$ cat src/rtl/spi_job_scheduler.sv
// Round-robin scheduler sharing one SPI master and enc/dec slave between two
// requesters: grant, load, shift TX, wait for the slave, collect RX, respond.
`timescale 1ns/1ps
module spi_job_scheduler #(
    parameter int NK      = 8,
    parameter int NB      = 4,
    parameter int NR      = 14,
    parameter int TIMEOUT = 1024
) (
    input  logic             in_clk,
    input  logic             rst,
    input  logic             req0_valid,
    output logic             req0_ready,
    input  logic             req0_mode,
    input  logic [32*NB-1:0] req0_msg,
    input  logic [32*NK-1:0] req0_key,
    input  logic             req1_valid,
    output logic             req1_ready,
    input  logic             req1_mode,
    input  logic [32*NB-1:0] req1_msg,
    input  logic [32*NK-1:0] req1_key,
    output logic             rsp_valid,
    input  logic             rsp_ready,
    output logic             rsp_id,
    output logic             rsp_err,
    output logic [32*NB-1:0] rsp_data,
    output logic             spi_load,
    output logic             spi_mode,
    output logic [32*NB-1:0] spi_msg,
    output logic [32*NK-1:0] spi_key,
    output logic             spi_cs,
    input  logic             data_done,
    input  logic [32*NB-1:0] spi_rx_data
);

    localparam int MSG_W  = 32 * NB;
    localparam int KEY_W  = 32 * NK;
    localparam int TX_LEN = MSG_W + KEY_W;
    localparam int CW     = $clog2(TX_LEN);
    localparam int TW     = $clog2(TIMEOUT + 1);

    localparam logic [CW-1:0] TX_LAST  = CW'(TX_LEN - 1);
    localparam logic [CW-1:0] RX_LAST  = CW'(MSG_W - 1);
    localparam logic [TW-1:0] TMO_LAST = TW'(TIMEOUT - 1);

    // NR only travels with the job; it is checked here and nowhere else.
    if (NR < 1) begin : g_bad_nr
        $error("spi_job_scheduler: NR must be positive");
    end

    typedef enum logic [2:0] {
        S_IDLE,
        S_LOAD,
        S_TX,
        S_WAIT,
        S_RX,
        S_RESP
    } state_t;

    state_t          state_q;
    state_t          state_d;
    logic [CW-1:0]   bit_cnt;
    logic [TW-1:0]   tmo_cnt;
    logic            rr_last;
    logic            cur_id;
    logic            grant;
    logic            pick;

    always_comb begin
        grant = req0_valid | req1_valid;
        pick  = 1'b0;
        if (req0_valid && req1_valid) begin
            pick = ~rr_last;
        end else if (req1_valid) begin
            pick = 1'b1;
        end
    end

    // Ready is gated by rst so every output reads 0 while reset is held.
    assign req0_ready = rst && (state_q == S_IDLE) && grant && !pick;
    assign req1_ready = rst && (state_q == S_IDLE) && grant && pick;

    assign spi_load  = (state_q == S_LOAD);
    assign rsp_valid = (state_q == S_RESP);
    assign rsp_id    = cur_id;
    assign spi_cs    = (state_q == S_LOAD) || (state_q == S_TX) ||
                       (state_q == S_WAIT) || (state_q == S_RX);

    always_ff @(posedge in_clk or negedge rst) begin
        if (!rst) begin
            state_q <= S_IDLE;
        end else begin
            state_q <= state_d;
        end
    end

    always_comb begin
        state_d = state_q;
        unique case (state_q)
            S_IDLE: if (grant) state_d = S_LOAD;
            S_LOAD: state_d = S_TX;
            S_TX:   if (bit_cnt == TX_LAST) state_d = S_WAIT;
            S_WAIT: begin
                if (data_done) begin
                    state_d = S_RX;
                end else if (tmo_cnt == TMO_LAST) begin
                    state_d = S_RESP;
                end
            end
            S_RX:   if (data_done && bit_cnt == RX_LAST) state_d = S_RESP;
            S_RESP: if (rsp_ready) state_d = S_IDLE;
            default: state_d = S_IDLE;
        endcase
    end

    always_ff @(posedge in_clk or negedge rst) begin
        if (!rst) begin
            bit_cnt  <= '0;
            tmo_cnt  <= '0;
            rr_last  <= 1'b1;
            cur_id   <= 1'b0;
            spi_mode <= 1'b0;
            spi_msg  <= '0;
            spi_key  <= '0;
            rsp_err  <= 1'b0;
            rsp_data <= '0;
        end else begin
            unique case (state_q)
                S_IDLE: begin
                    if (grant) begin
                        cur_id   <= pick;
                        rr_last  <= pick;
                        spi_mode <= pick ? req1_mode : req0_mode;
                        spi_msg  <= pick ? req1_msg  : req0_msg;
                        spi_key  <= pick ? req1_key  : req0_key;
                        rsp_err  <= 1'b0;
                    end
                end
                S_LOAD: bit_cnt <= '0;
                S_TX: begin
                    if (bit_cnt == TX_LAST) begin
                        bit_cnt <= '0;
                        tmo_cnt <= '0;
                    end else begin
                        bit_cnt <= bit_cnt + CW'(1);
                    end
                end
                S_WAIT: begin
                    tmo_cnt <= tmo_cnt + TW'(1);
                    if (!data_done && tmo_cnt == TMO_LAST) begin
                        rsp_err  <= 1'b1;
                        rsp_data <= '0;
                    end
                end
                S_RX: begin
                    // Count only while the slave holds data_done.
                    if (data_done) begin
                        if (bit_cnt == RX_LAST) begin
                            rsp_data <= spi_rx_data;
                        end else begin
                            bit_cnt <= bit_cnt + CW'(1);
                        end
                    end
                end
                S_RESP: if (rsp_ready) rsp_err <= 1'b0;
                default: ;
            endcase
        end
    end

endmodule

$ cat config.mk
export PLATFORM = sky130hd
export DESIGN_NAME = spi_job_scheduler
export DESIGN_NICKNAME = d
export VERILOG_FILES = /design/src/rtl/spi_job_scheduler.sv
export SDC_FILE = /design/constraint.sdc
export NUM_CORES = 1
export LEC_CHECK = 0
export ABC_AREA = 1
export CAP_MARGIN = 20
export CORE_AREA = 5 5 548 550
export DETAILED_ROUTE_END_ITERATION = 7
export DIE_AREA = 0 0 553 555
export PLACE_DENSITY = 0.3
export SLEW_MARGIN = 20
export SYNTH_ARGS = -nofsm -noshare
export SYNTH_HDL_FRONTEND = slang
export SYNTH_SLANG_ARGS = --single-unit
$ cat constraint.sdc
create_clock -name in_clk -period 1.7 [get_ports in_clk]
set_input_delay 0.255 -clock in_clk [delete_from_list [all_inputs] [get_ports in_clk]]
set_output_delay 0.255 -clock in_clk [all_outputs]
set_load 0.01 [all_outputs]
; Yosys cells after proc, flatten, opt, wreduce, memory -nomap -nowiden
; Index checks and enable logic that the tools add are counted.
[op_classes]
n_lt_le_gt_ge = 0
n_mux = 26
shift = 0
add_sub_neg = 2
n_mul = 0
n_eq_ne = 17
n_reduce_logical = 23
n_bitwise = 2
n_div = 0
[ops]
columns = cell, n
row1 = $mux 128, 4
row2 = $mux 256, 1
row3 = $pmux 128 s2, 1
row4 = $mux 9, 3
row5 = $pmux 9 s3, 1
row6 = $pmux 11 s2, 1
row7 = $mux 3, 6
row8 = $pmux 3 s6, 1
row9 = $add 11x1->11 const B, 1
row10 = $eq 11x10->1 const B, 1
row11 = $mux 11, 1
row12 = $ne 2x1->1 const B, 5
row13 = $add 9x1->9 const B, 1
row14 = $eq 9x7->1 const B, 1
row15 = $eq 9x9->1 const B, 1
row16 = $reduce_and 4->1, 2
row17 = $logic_and 1x1->1, 7
row18 = $eq 3x2->1 const B, 2
row19 = $eq 3x3->1 const B, 2
row20 = $mux 1, 6
row21 = $ne 2x2->1 const B, 3
row22 = $reduce_bool 3->1, 2
row23 = $reduce_and 5->1, 1
row24 = $reduce_and 2->1, 2
row25 = 10 further kinds, 14
[totals]
memories = 0
mem_bits_rw = 0
mem_bits_ro = 0
out_inout_bits = 520
latchBits = 0
register_bits = 539

; Logic depth before layout (Yosys ltp)
; Gate-level depths: netlist (run 1).
[logic_depth]
depth_word = 4
mapped_depth = 10
ltp_nobuf = 9

; Least setup slack after synthesis (run 1)
; OpenSTA, ideal clock, no wires.
[synth_path]
path_kind = register -> output
from = reg state_q[2]
to = out req0_ready
required_ns = 1.445
t_arrival_ns = 1.410
stages_incl_launch_ff = 7
slack_ns = 0.035
n_path_buf = 1
path_cell_list = dfrtp_1 -> nor2_2 -> nand2_1 -> nor2_4 -> inv_2 -> clkbuf_1 -> nor3_1
[synth_via]
elab_chain_cells = 4
[synth_lines]
columns = item, line_no
row1 = from (decl), 60  ; state_t state_q;
row2 = from (signal assigned), 93  ; state_q <= state_d;
row3 = $logic_not 3->1, 80  ; assign req0_ready = rst && (state_q == S_IDLE) && grant && !pick;
row4 = $logic_and 1x1->1 (3 in a row), 80
row5 = to (decl), 13  ; output logic req0_ready,
; No other way between the ends.

; Worst setup path in the final report (run 1)
[layout_path]
from = reg state_q[0]
to = out req0_ready
; The elaborated chain is that of the path after synthesis.

==> impl_metrics.env, run 1 <==
export IMPL_yosys_warnings=0
export IMPL_power_switching_w=0.01235
export IMPL_design_final_nets=5779
export IMPL_clock_latency_on_the_worst_skew_pair_ps=790
export IMPL_failing_checks="negative setup slack"
export IMPL_number_of_antenna_violations_at_the_first_check_in_global_routing=83
export IMPL_multiInputGateArea_um2=11530
export IMPL_cts_sink_count=539
export IMPL_clock_tree_buffer_depth=4
export IMPL_crit_fanout=3
export IMPL_power_static_leakage_nw=22.50
export IMPL_routed_via_count=30260
export IMPL_final_hold_violation_count=0
export IMPL_slew_limit_fails=0
export IMPL_cp_arrival_ps=2090
export IMPL_timing_critical_path_from_type="flop"
export IMPL_count_of_flip_flops_with_a_built_in_enable_after_synthesis=0
export IMPL_timing_fmax_mhz=425.6
export IMPL_stdcell_area_um2=54580
export IMPL_postSynth_asyncResetShare_pct=100.0
export IMPL_final_antenna_net_count=0
export IMPL_first_global_vias=30870
export IMPL_status="finished with violations"
export IMPL_worst_endpoint_required_ps=1440
export IMPL_design_power_total_w=0.04079
export IMPL_start_util_pct=8.418
export IMPL_power_clock_fraction_pct=42.9
export IMPL_area_delta_synth_final_pct=119.6
export IMPL_post_route_worst_setup_slack_ps=-649.5
export IMPL_ys_seq_area_share_pct=54.27
export IMPL_drt_pass1_iter_count=5
export IMPL_detail_route_wirelength_um=249200
export IMPL_slew_headroom_pct=64.29
export IMPL_synth_largest_area_cell="dfrtp_1"
export IMPL_post_synth_top_area_fraction_pct=54.16
export IMPL_tritoncts_num_buffers=85
export IMPL_p_seq_share_pct=35.8
export IMPL_finalCritPeriodShare_pct=138.2
export IMPL_grt_util_all_layers_pct=14.75
export IMPL_internal_power_w=0.02845
export IMPL_vdd_ir_drop_worst_v=0.0005953
export IMPL_die_area_um2=306900
export IMPL_grt_overflow_total=0
export IMPL_tightestPinTransition_ps=535.6
export IMPL_layout_filler_cells=33120
export IMPL_cap_violations=0
export IMPL_path_clk_slew_ps=60
export IMPL_drt_initial_drc_count=1826
export IMPL_die_width_um=553
export IMPL_syn_avg_cell_area_um2=8.169
export IMPL_route_detailed_drc=0
export IMPL_synth_net_count=3949
export IMPL_finClkSkew_ps=54.74
export IMPL_post_synth_top_count_cell="nand2_1"
export IMPL_post_route_cells_drive_above_1_share_pct=24.64
export IMPL_ys_top_cells_by_area="dfrtp_1 (54%), nand2_1 (13%), o21ai_0 (8.1%)"
export IMPL_power_switching_fraction_pct=30.27
export IMPL_yosysUniqueCellTypes=30
export IMPL_synth_top_cells_by_count="nand2_1 (863), dfrtp_1 (538), nor2_1 (408), o21ai_0 (401), o21ai_1 (382)"
export IMPL_drt_wirelength_per_cell_um=28.08
export IMPL_dominant_synthesized_flop_cell="dfrtp_1"
export IMPL_vias_per_cell=3.409
export IMPL_combinationalPowerShare_pct=21.3
export IMPL_die_height_um=555
export IMPL_floorplan_core_area_um2=295300
export IMPL_port_bufs=1423
export IMPL_htreeDepth=3
export IMPL_accumulated_negative_setup_slack_ps=-185150
export IMPL_ys_seq_elements=539
export IMPL_floorplan_rows=200
export IMPL_grt_start_max_net_pins=72
export IMPL_wire_length_of_the_first_global_routing_pass_um=306800
export IMPL_io_pins=1424
export IMPL_seq_area_um2=13560
export IMPL_placedInstanceArea_um2=45620
export IMPL_syn_inst=3043
export IMPL_timing_final_setup_violations=743
export IMPL_post_synth_instance_area_um2=24860
export IMPL_cellPowerDensity_nw_per_um2=747.5
export IMPL_finalWorstPathRequiredPeriod_ps=2350
export IMPL_place_hpwl_um=196000
export IMPL_grt_setup_unrepaired="true"
export IMPL_min_path_type="in2reg"
export IMPL_timing_setup_critical_path_class="reg2out"
export IMPL_gp_congestion=0.8358
export IMPL_clockRootBuffer="clkbuf_16"
export IMPL_setup_worst_path_end_class="output pin"
export IMPL_cts_tree="built"
==> state kept, by name (all words and copies together), names as in the netlist <==
| register | count |
|---|---|
| spi_mode | 1 |
| rsp_data | 128 |
| state_q | 3 |
| tmo_cnt | 11 |
| rr_last | 1 |
| bit_cnt | 9 |
| spi_msg | 128 |
| spi_key | 256 |
| rsp_id | 1 |
| rsp_err | 1 |
==> critical path, stage by stage (launching register included) <==
cell	delay [ps]
dfrtp_1	390
nor2_2	140
nand2_2	90
buf_12	150
nor2_4	120
buf_6	150
inv_8	40
nor3_4	110
buf_6	140
==> stage by stage <==
stage | instances | util, % | worst slack, ps | hold slack (ps)
global route | 8869 | 18.48 | -812.3 | 37.27
detailed placement | 8405 | 15.45 | -1359 | 345.2
floorplan | 3043 | - | 35.09 | -40.59
CTS | 8779 | 17.31 | -839.6 | 0.3486
global placement | 8405 | 15.45 | -1356 | 349.2
finish | 8877 | 18.48 | -649.5 | 78.52
==> worst paths after layout <==
kind                                 end  depth (start not counted)          start  slack [ps]
min reg2reg                      rr_last                          2        rr_last         470
min in group asynchronous  rsp_data[120]                          3            rst         160
max in group asynchronous    rsp_data[6]                          4            rst         540
max                           req0_ready                          8     state_q[0]        -650
max reg2reg                 spi_key[230]                         12     state_q[0]        -370
min                         spi_key[169]                          3  req1_key[169]          80
==> layer usage <==
| layer | GRT usage, % | routed length, µm | part of all wire [%] |
|---|---|---|---|
| met2 | 24.14 | 115500 | 46 |
| met4 | 2.391 | 4593 | 1.8 |
| met1 | 15.96 | 93460 | 37 |
| met5 | 0 | 548 | 0.22 |
| met3 | 10.05 | 35090 | 14 |
==> layout by cell type (no fill, tap or decap), types with 127 or more instances in the layout <==
master,instances
dfrtp_1,482
o21ai_1,394
buf_12,127
clkdlybuf4s50_1,1096
nand3b_1,128
nor2_1,404
o21ai_0,146
buf_4,284
dlygate4sd3_1,150
nand2_1,818
clkbuf_16,135
buf_6,158
o21ai_2,210
==> power by group through the flow <==
stage	clock network [W]	registers, W	logic (W)
final	0.0175	0.0146	0.00870
after global routing	0.0187	0.0147	0.00939
after CTS	0.0183	0.0146	0.00877
after detailed placement	0	0.0148	0.00821
after global placement	0	0.0148	0.00822
after floorplan	0	0.0146	0.00110
==> logic make-up after synthesis <==
group | count (synthesis) | synth area share (%)
flip-flops | 539 | 54.27
XOR/XNOR | 3 | 0.1057
buffers and inverters | 259 | 5.240
adder cells (fa/ha/maj) | 2 | 0.1007
AO/OA/AOI/OAI | 796 | 16.14
AND/OR/NAND/NOR | 1444 | 24.15
==> layout make-up <==
class	instances	area share [%]
Timing Repair Buffer	1970	39.80
Sequential cell	539	24.84
Inverter	32	0.2522
Tap cell	3939	9.030
Antenna cell	12	0.05502
Clock inverter	17	0.3943
Multi-Input combinational cell	2245	21.13
Clock buffer	123	4.489
==> timing repair <==
| action | 4_1_cts | 5_1_grt |
|---|---|---|
| gates cloned | 13 | 61 |
| resized for setup | 1320 | 661 |
| endpoints found under the setup margin | 1040 | 915 |
| pin swaps | 5 | 206 |
| setup buffers | 74 | 36 |
| hold buffers | 150 | 0 |
| hold endpoints to repair | 414 | 0 |
Note: power is estimated with default switching activity, not from simulation.
==> inputs of run 2 (changes only) <==
--- a/config.mk
+++ b/config.mk
@@ -6,6 +6,7 @@
 export NUM_CORES = 1
 export LEC_CHECK = 0
 export ABC_AREA = 1
+export ABC_CLOCK_PERIOD_IN_PS = 1700
 export CAP_MARGIN = 20
 export CORE_AREA = 5 5 548 550
 export DETAILED_ROUTE_END_ITERATION = 7
==> results of run 2 <==
Final layout, timing and power as in run 1 (identical DEF).
